## src/rtl/cheshire_dma_2d_pkg.sv

```systemverilog
// Shared types for the 2D DMA unroll mid-end: FSM states and the 2D job descriptor.
package cheshire_dma_2d_pkg;

  localparam int unsigned ADDR_W = 64;
  localparam int unsigned LEN_W  = 32;
  localparam int unsigned REP_W  = 32;

  typedef enum logic [1:0] {
    IDLE  = 2'd0,
    ISSUE = 2'd1,
    DRAIN = 2'd2,
    RESP  = 2'd3
  } unroll_state_e;

  typedef struct packed {
    logic [ADDR_W-1:0] src;
    logic [ADDR_W-1:0] dst;
    logic [LEN_W-1:0]  length;
    logic [REP_W-1:0]  reps;
    logic [REP_W-1:0]  src_stride;
    logic [REP_W-1:0]  dst_stride;
  } nd_job_t;

endpackage

```

## src/rtl/cheshire_dma_2d_addr_gen.sv

```systemverilog
// Running row addresses of a 2D job: loaded with the bases, stepped by the
// sign-extended strides (wrapping modulo 2^AddrWidth).
module cheshire_dma_2d_addr_gen
  import cheshire_dma_2d_pkg::*;
#(
  parameter int unsigned AddrWidth = ADDR_W,
  parameter int unsigned RepWidth  = REP_W
) (
  input  logic                 clk_i,
  input  logic                 rst_ni,
  input  logic                 load,
  input  logic                 step,
  input  logic [AddrWidth-1:0] src_base,
  input  logic [AddrWidth-1:0] dst_base,
  input  logic [RepWidth-1:0]  src_stride,
  input  logic [RepWidth-1:0]  dst_stride,
  output logic [AddrWidth-1:0] src_addr,
  output logic [AddrWidth-1:0] dst_addr
);

  logic [AddrWidth-1:0] src_addr_r;
  logic [AddrWidth-1:0] dst_addr_r;
  logic [RepWidth-1:0]  src_stride_r;
  logic [RepWidth-1:0]  dst_stride_r;

  function automatic logic [AddrWidth-1:0] sext(input logic [RepWidth-1:0] v);
    return {{(AddrWidth-RepWidth){v[RepWidth-1]}}, v};
  endfunction

  // Address and stride registers: load on job accept, advance on each issued row.
  always_ff @(posedge clk_i) begin
    if (!rst_ni) begin
      src_addr_r   <= {AddrWidth{1'b0}};
      dst_addr_r   <= {AddrWidth{1'b0}};
      src_stride_r <= {RepWidth{1'b0}};
      dst_stride_r <= {RepWidth{1'b0}};
    end else if (load) begin
      src_addr_r   <= src_base;
      dst_addr_r   <= dst_base;
      src_stride_r <= src_stride;
      dst_stride_r <= dst_stride;
    end else if (step) begin
      src_addr_r <= src_addr_r + sext(src_stride_r);
      dst_addr_r <= dst_addr_r + sext(dst_stride_r);
    end
  end

  assign src_addr = src_addr_r;
  assign dst_addr = dst_addr_r;

endmodule

```

## src/rtl/cheshire_dma_2d_unroll.sv

```systemverilog
// Unrolls one 2D DMA job into 1D burst requests, counts backend completions
// and returns a single job response carrying the OR of all row errors.
module cheshire_dma_2d_unroll
  import cheshire_dma_2d_pkg::*;
#(
  parameter int unsigned AddrWidth = ADDR_W,
  parameter int unsigned LenWidth  = LEN_W,
  parameter int unsigned RepWidth  = REP_W
) (
  input  logic                 clk_i,
  input  logic                 rst_ni,
  input  logic                 nd_valid_i,
  output logic                 nd_ready_o,
  input  logic [AddrWidth-1:0] nd_src_addr_i,
  input  logic [AddrWidth-1:0] nd_dst_addr_i,
  input  logic [LenWidth-1:0]  nd_length_i,
  input  logic [RepWidth-1:0]  nd_reps_i,
  input  logic [RepWidth-1:0]  nd_src_stride_i,
  input  logic [RepWidth-1:0]  nd_dst_stride_i,
  output logic                 burst_valid_o,
  input  logic                 burst_ready_i,
  output logic [AddrWidth-1:0] burst_src_addr_o,
  output logic [AddrWidth-1:0] burst_dst_addr_o,
  output logic [LenWidth-1:0]  burst_length_o,
  output logic                 burst_last_o,
  input  logic                 burst_rsp_valid_i,
  input  logic                 burst_rsp_error_i,
  output logic                 burst_rsp_ready_o,
  output logic                 nd_rsp_valid_o,
  output logic                 nd_rsp_error_o,
  input  logic                 nd_rsp_ready_i,
  output logic                 busy_o
);

  unroll_state_e         state_r, state_s;
  logic [LenWidth-1:0]   length_r;
  logic [RepWidth:0]     reps_eff_r;
  logic [RepWidth:0]     issue_cnt_r;
  logic [RepWidth:0]     rsp_cnt_r;
  logic [RepWidth:0]     rsp_cnt_next_s;
  logic                  err_r;
  logic                  accept_s;
  logic                  burst_hs_s;
  logic                  count_rsp_s;
  logic                  last_row_s;

  assign accept_s       = (state_r == IDLE) && nd_valid_i;
  assign burst_hs_s     = (state_r == ISSUE) && burst_ready_i;
  assign count_rsp_s    = ((state_r == ISSUE) || (state_r == DRAIN)) && burst_rsp_valid_i;
  assign last_row_s     = (issue_cnt_r == (reps_eff_r - (RepWidth+1)'(1)));
  assign rsp_cnt_next_s = rsp_cnt_r + (RepWidth+1)'(count_rsp_s);

  cheshire_dma_2d_addr_gen #(
    .AddrWidth (AddrWidth),
    .RepWidth  (RepWidth)
  ) i_addr_gen (
    .clk_i      (clk_i),
    .rst_ni     (rst_ni),
    .load       (accept_s),
    .step       (burst_hs_s),
    .src_base   (nd_src_addr_i),
    .dst_base   (nd_dst_addr_i),
    .src_stride (nd_src_stride_i),
    .dst_stride (nd_dst_stride_i),
    .src_addr   (burst_src_addr_o),
    .dst_addr   (burst_dst_addr_o)
  );

  // State register.
  always_ff @(posedge clk_i) begin
    if (!rst_ni) begin
      state_r <= IDLE;
    end else begin
      state_r <= state_s;
    end
  end

  // Next-state logic; DRAIN exits on the cycle the final completion arrives.
  always_comb begin
    state_s = state_r;
    case (state_r)
      IDLE:    if (nd_valid_i) state_s = ISSUE; else state_s = IDLE;
      ISSUE:   if (burst_ready_i && last_row_s) state_s = DRAIN; else state_s = ISSUE;
      DRAIN:   if (rsp_cnt_next_s == reps_eff_r) state_s = RESP; else state_s = DRAIN;
      RESP:    if (nd_rsp_ready_i) state_s = IDLE; else state_s = RESP;
      default: state_s = IDLE;
    endcase
  end

  // Job fields, row/completion counters and the sticky error flag.
  always_ff @(posedge clk_i) begin
    if (!rst_ni) begin
      length_r    <= {LenWidth{1'b0}};
      reps_eff_r  <= {(RepWidth+1){1'b0}};
      issue_cnt_r <= {(RepWidth+1){1'b0}};
      rsp_cnt_r   <= {(RepWidth+1){1'b0}};
      err_r       <= 1'b0;
    end else if (accept_s) begin
      length_r    <= nd_length_i;
      reps_eff_r  <= (nd_reps_i == {RepWidth{1'b0}}) ? (RepWidth+1)'(1) : {1'b0, nd_reps_i};
      issue_cnt_r <= {(RepWidth+1){1'b0}};
      rsp_cnt_r   <= {(RepWidth+1){1'b0}};
      err_r       <= 1'b0;
    end else begin
      if (burst_hs_s) begin
        issue_cnt_r <= issue_cnt_r + (RepWidth+1)'(1);
      end
      if (count_rsp_s) begin
        rsp_cnt_r <= rsp_cnt_next_s;
        err_r     <= err_r | burst_rsp_error_i;
      end
    end
  end

  // Handshake outputs decoded from state and registers only.
  always_comb begin
    nd_ready_o     = (state_r == IDLE);
    burst_valid_o  = (state_r == ISSUE);
    burst_last_o   = (state_r == ISSUE) && last_row_s;
    nd_rsp_valid_o = (state_r == RESP);
    nd_rsp_error_o = (state_r == RESP) && err_r;
    busy_o         = (state_r != IDLE);
  end

  assign burst_length_o    = length_r;
  assign burst_rsp_ready_o = 1'b1;

endmodule

```

## config.mk

```make
export PLATFORM = sky130hd
export DESIGN_NAME = cheshire_dma_2d_unroll
export DESIGN_NICKNAME = d
export VERILOG_FILES = /design/src/rtl/cheshire_dma_2d_pkg.sv /design/src/rtl/cheshire_dma_2d_addr_gen.sv /design/src/rtl/cheshire_dma_2d_unroll.sv
export SDC_FILE = /design/constraint.sdc
export NUM_CORES = 1
export LEC_CHECK = 0
export CAP_MARGIN = 25
export CORE_ASPECT_RATIO = 0.9
export CORE_MARGIN = 1.5
export CORE_UTILIZATION = 39
export CTS_CLUSTER_DIAMETER = 80
export DETAILED_ROUTE_END_ITERATION = 12
export PLACE_DENSITY_LB_ADDON = 0.3
export REMOVE_ABC_BUFFERS = 1
export SLEW_MARGIN = 20
export SYNTH_ARGS = -nofsm -noshare
export SYNTH_HDL_FRONTEND = slang
export SYNTH_SLANG_ARGS = --single-unit
```

## constraint.sdc

```tcl
create_clock -name clk_i -period 4.2 [get_ports clk_i]
set_input_delay 0.84 -clock clk_i [delete_from_list [all_inputs] [get_ports clk_i]]
set_output_delay 0.84 -clock clk_i [all_outputs]
set_load 0.03 [all_outputs]
```

==> results.md <==
* Synth top area cells: dfxtp_1 (29%), nand2_1 (9.3%), ha_1 (7.5%), a21oi_1 (7.4%), xnor2_1 (5.4%)
* Synth unique cells at 89
* Yosys reg bits at 325
* Clock Latency Late Sink at 0.59 ns
* Drt first pass iters at 5
* Min-Delay Path Class: flop to flop
* Die area at 0.0584 sq mm
* Post-synth top cells: nand2_1 (550), a21oi_1 (328), dfxtp_1 (325)
* Arrival @ worst endpoint at 3.37 ns
* DRC Markers at 0
* Share of cells above drive strength 1 at 6.14%
* Fin crit share at 100%
* Routability Congestion at 0.932
* Final Net Count at 3692
* Clk slew on worst S/H paths at 0.06 ns
* Setup violators final at 1
* Gr ovfl total at 0
* Buffers on Ports at 428
* Routed WL per cell at 18.4 um
* Ys flop type: dfxtp_1
* Status: finished with violations
* RSZ-0062 raised after global routing: yes
* Total Routed Length at 75.3 mm
* Root Buffer: clkbuf_16
* Max rail drop VDD at 0.371 mV
* Minimum clock period at 4.21 ns
* Pleak at 0.0113 uW
* Via count at 22600
* Global-route wire length before repair at 117 mm
* Hold WS at 0.459 ns
* Async SR Flop Fraction at 0%
* FMAX at 238 MHz
* PD cells at 337 mW/mm^2
* Total track usage at 24.9%
* Most common cell in the netlist: nand2_1
* CTS tree: yes
* Vias per Instance at 5.53
* Antenna violations before repair at 14
* Dpl ws at -0.0212 ns
* Max Root-Sink Buffers at 3
* Dominant cell type by area after synthesis: dfxtp_1
* Placed cell count at 3992
* Crit path capture type: output port
* Rel. slew slack at 39.4%
* Chip width at 255 um
* CTS HTree Levels at 2
* CTS Buf Count at 40
* WS Path Type: flop to output port
* Max Slew Vio Count at 0
* Crit path required time at 3.36 ns
* Initial core utilization at 39.7%
* Initial DRC Count at 1451
* Post-detail-place hpwl at 55.5 mm
* Core area at 0.0560 sq mm
* Die Span Y at 229 um
* ANT nets after route at 0
* Hold Buf Count CTS at 0
* Mean Syn Cell Area at 7.50 sq um
* Post-synthesis cell count at 2965
* Largest net degree at the start of global routing at 130
* Synth warn at 0
* Mapped cell area at 0.0222 sq mm
* Number of synthesized flops with an enable pin at 0
* Critical path launch point type: flop
* Number of max-cap violations at 0
* Final hold violation count at 0
* Skew final at 0.0343 ns
* CTS Sinks at 325
* Vias in the first global route at 21400
* Crit-path max FO at 6
* Site Rows at 82
* Ports at 430
* Final std cells w/o fill at 4089
* Failing checks: negative setup slack
* Setup slack after layout at -0.00508 ns
* Register area share after synthesis at 29.3%
* Yosys top cell area share at 29.3%
* Slew at the pin with the worst max-slew slack at 0.909 ns
* Overall Power at 9710 uW
* Setup TNS Final at -0.00508 ns
* Area Growth Syn to Fin at 29.5%
area by class of cell:
type,instances,area (sq um)
fill,5535,27200
multi-input combinational,2394,14900
sequential,325,6530
timing repair buffer,488,4780
clock buffer,60,1230
tap,756,946
clock inverter,14,168
inverter,44,168
antenna,8,20.0
metal layers:
layer	vias up	GRT usage, %	part of all wire, %
li1	11300	-	-
met1	10600	33.9	46
met2	655	39.9	45
met3	102	4.46	6.3
met4	10	7.62	2.5
met5	-	0	0.088
flip-flops by register name (all words and copies together) (netlist names):
name                     cells
burst_length_o              32
reps_eff_r                  32
i_addr_gen.src_addr         64
err_r                        1
state_r                      2
i_addr_gen.dst_stride_r     32
i_addr_gen.dst_addr         64
rsp_cnt_r                   33
i_addr_gen.src_stride_r     32
issue_cnt_r                 33
path summary, 6_finish.rpt:
kind                               startpoint  slack (ns)                           to  cells after the start
hold reg to reg   i_addr_gen.src_stride_r[11]        0.46  i_addr_gen.src_stride_r[11]                      2
setup reg to reg       i_addr_gen.dst_addr[0]        0.35      i_addr_gen.dst_addr[60]                     14
hold / removal    i_addr_gen.src_stride_r[11]        0.46  i_addr_gen.src_stride_r[11]                      2
setup / recovery               reps_eff_r[13]      -0.005                 burst_last_o                      9
worst max-delay path, stage by stage, from the launching register on:
cell and delay, ns:
dfxtp_4 0.35, or4_4 0.57, nor2_4 0.16, nand3_4 0.10, or4_4 0.54, a211oi_2 0.22, nand4_1 0.17, nor4_4 0.35
and2_4 0.21, buf_12 0.11
cells in the final DEF (no fill, tap or decap), types with 26 or more instances in the layout:
master	count
a211oi_1	26
a21boi_0	66
a21o_1	72
a21oi_1	327
a311oi_1	29
buf_4	57
clkbuf_16	40
clkdlybuf4s50_1	426
dfxtp_1	315
ha_1	133
inv_1	42
nand2_1	547
nand3_1	59
nand4_1	69
nor2_1	204
nor3_1	37
o211ai_1	37
o21ai_0	156
xnor2_1	137
xor2_1	112
stage by stage:
stage / instance area [sq um] / util [%]
4_1_cts: 28600 / 51.1
5_1_grt: 28800 / 51.4
3_3_place_gp: 27100 / 48.4
6_report: 28800 / 51.4
3_5_place_dp: 27100 / 48.4
2_1_floorplan: 21400 / -
timing repair:
| item | CTS | global route |
|---|---|---|
| setup endpoints to repair | 1 | 4 |
| pin swaps | 10 | 10 |
| setup buffers | 9 | 6 |
| resized for setup | 25 | 19 |
cells by family (layout without fill, tap and decap cells):
family | Yosys count | count (layout) | synth area share, %
mux | 11 | 11 | 0.518
simple gates | 1093 | 1093 | 22.5
fa+ha+maj | 136 | 136 | 7.72
xor+xnor | 249 | 249 | 9.81
flops | 325 | 325 | 29.3
other cells | 1 | 9 | 0.0169
buf+inv | 246 | 606 | 4.24
compound gates | 904 | 904 | 25.9
power breakdown:
part	switching [uW]	internal, uW
Combinational	1520	1110
Clock	1490	2110
Sequential	192	3280
Note: power is estimated with default switching activity, not from simulation.
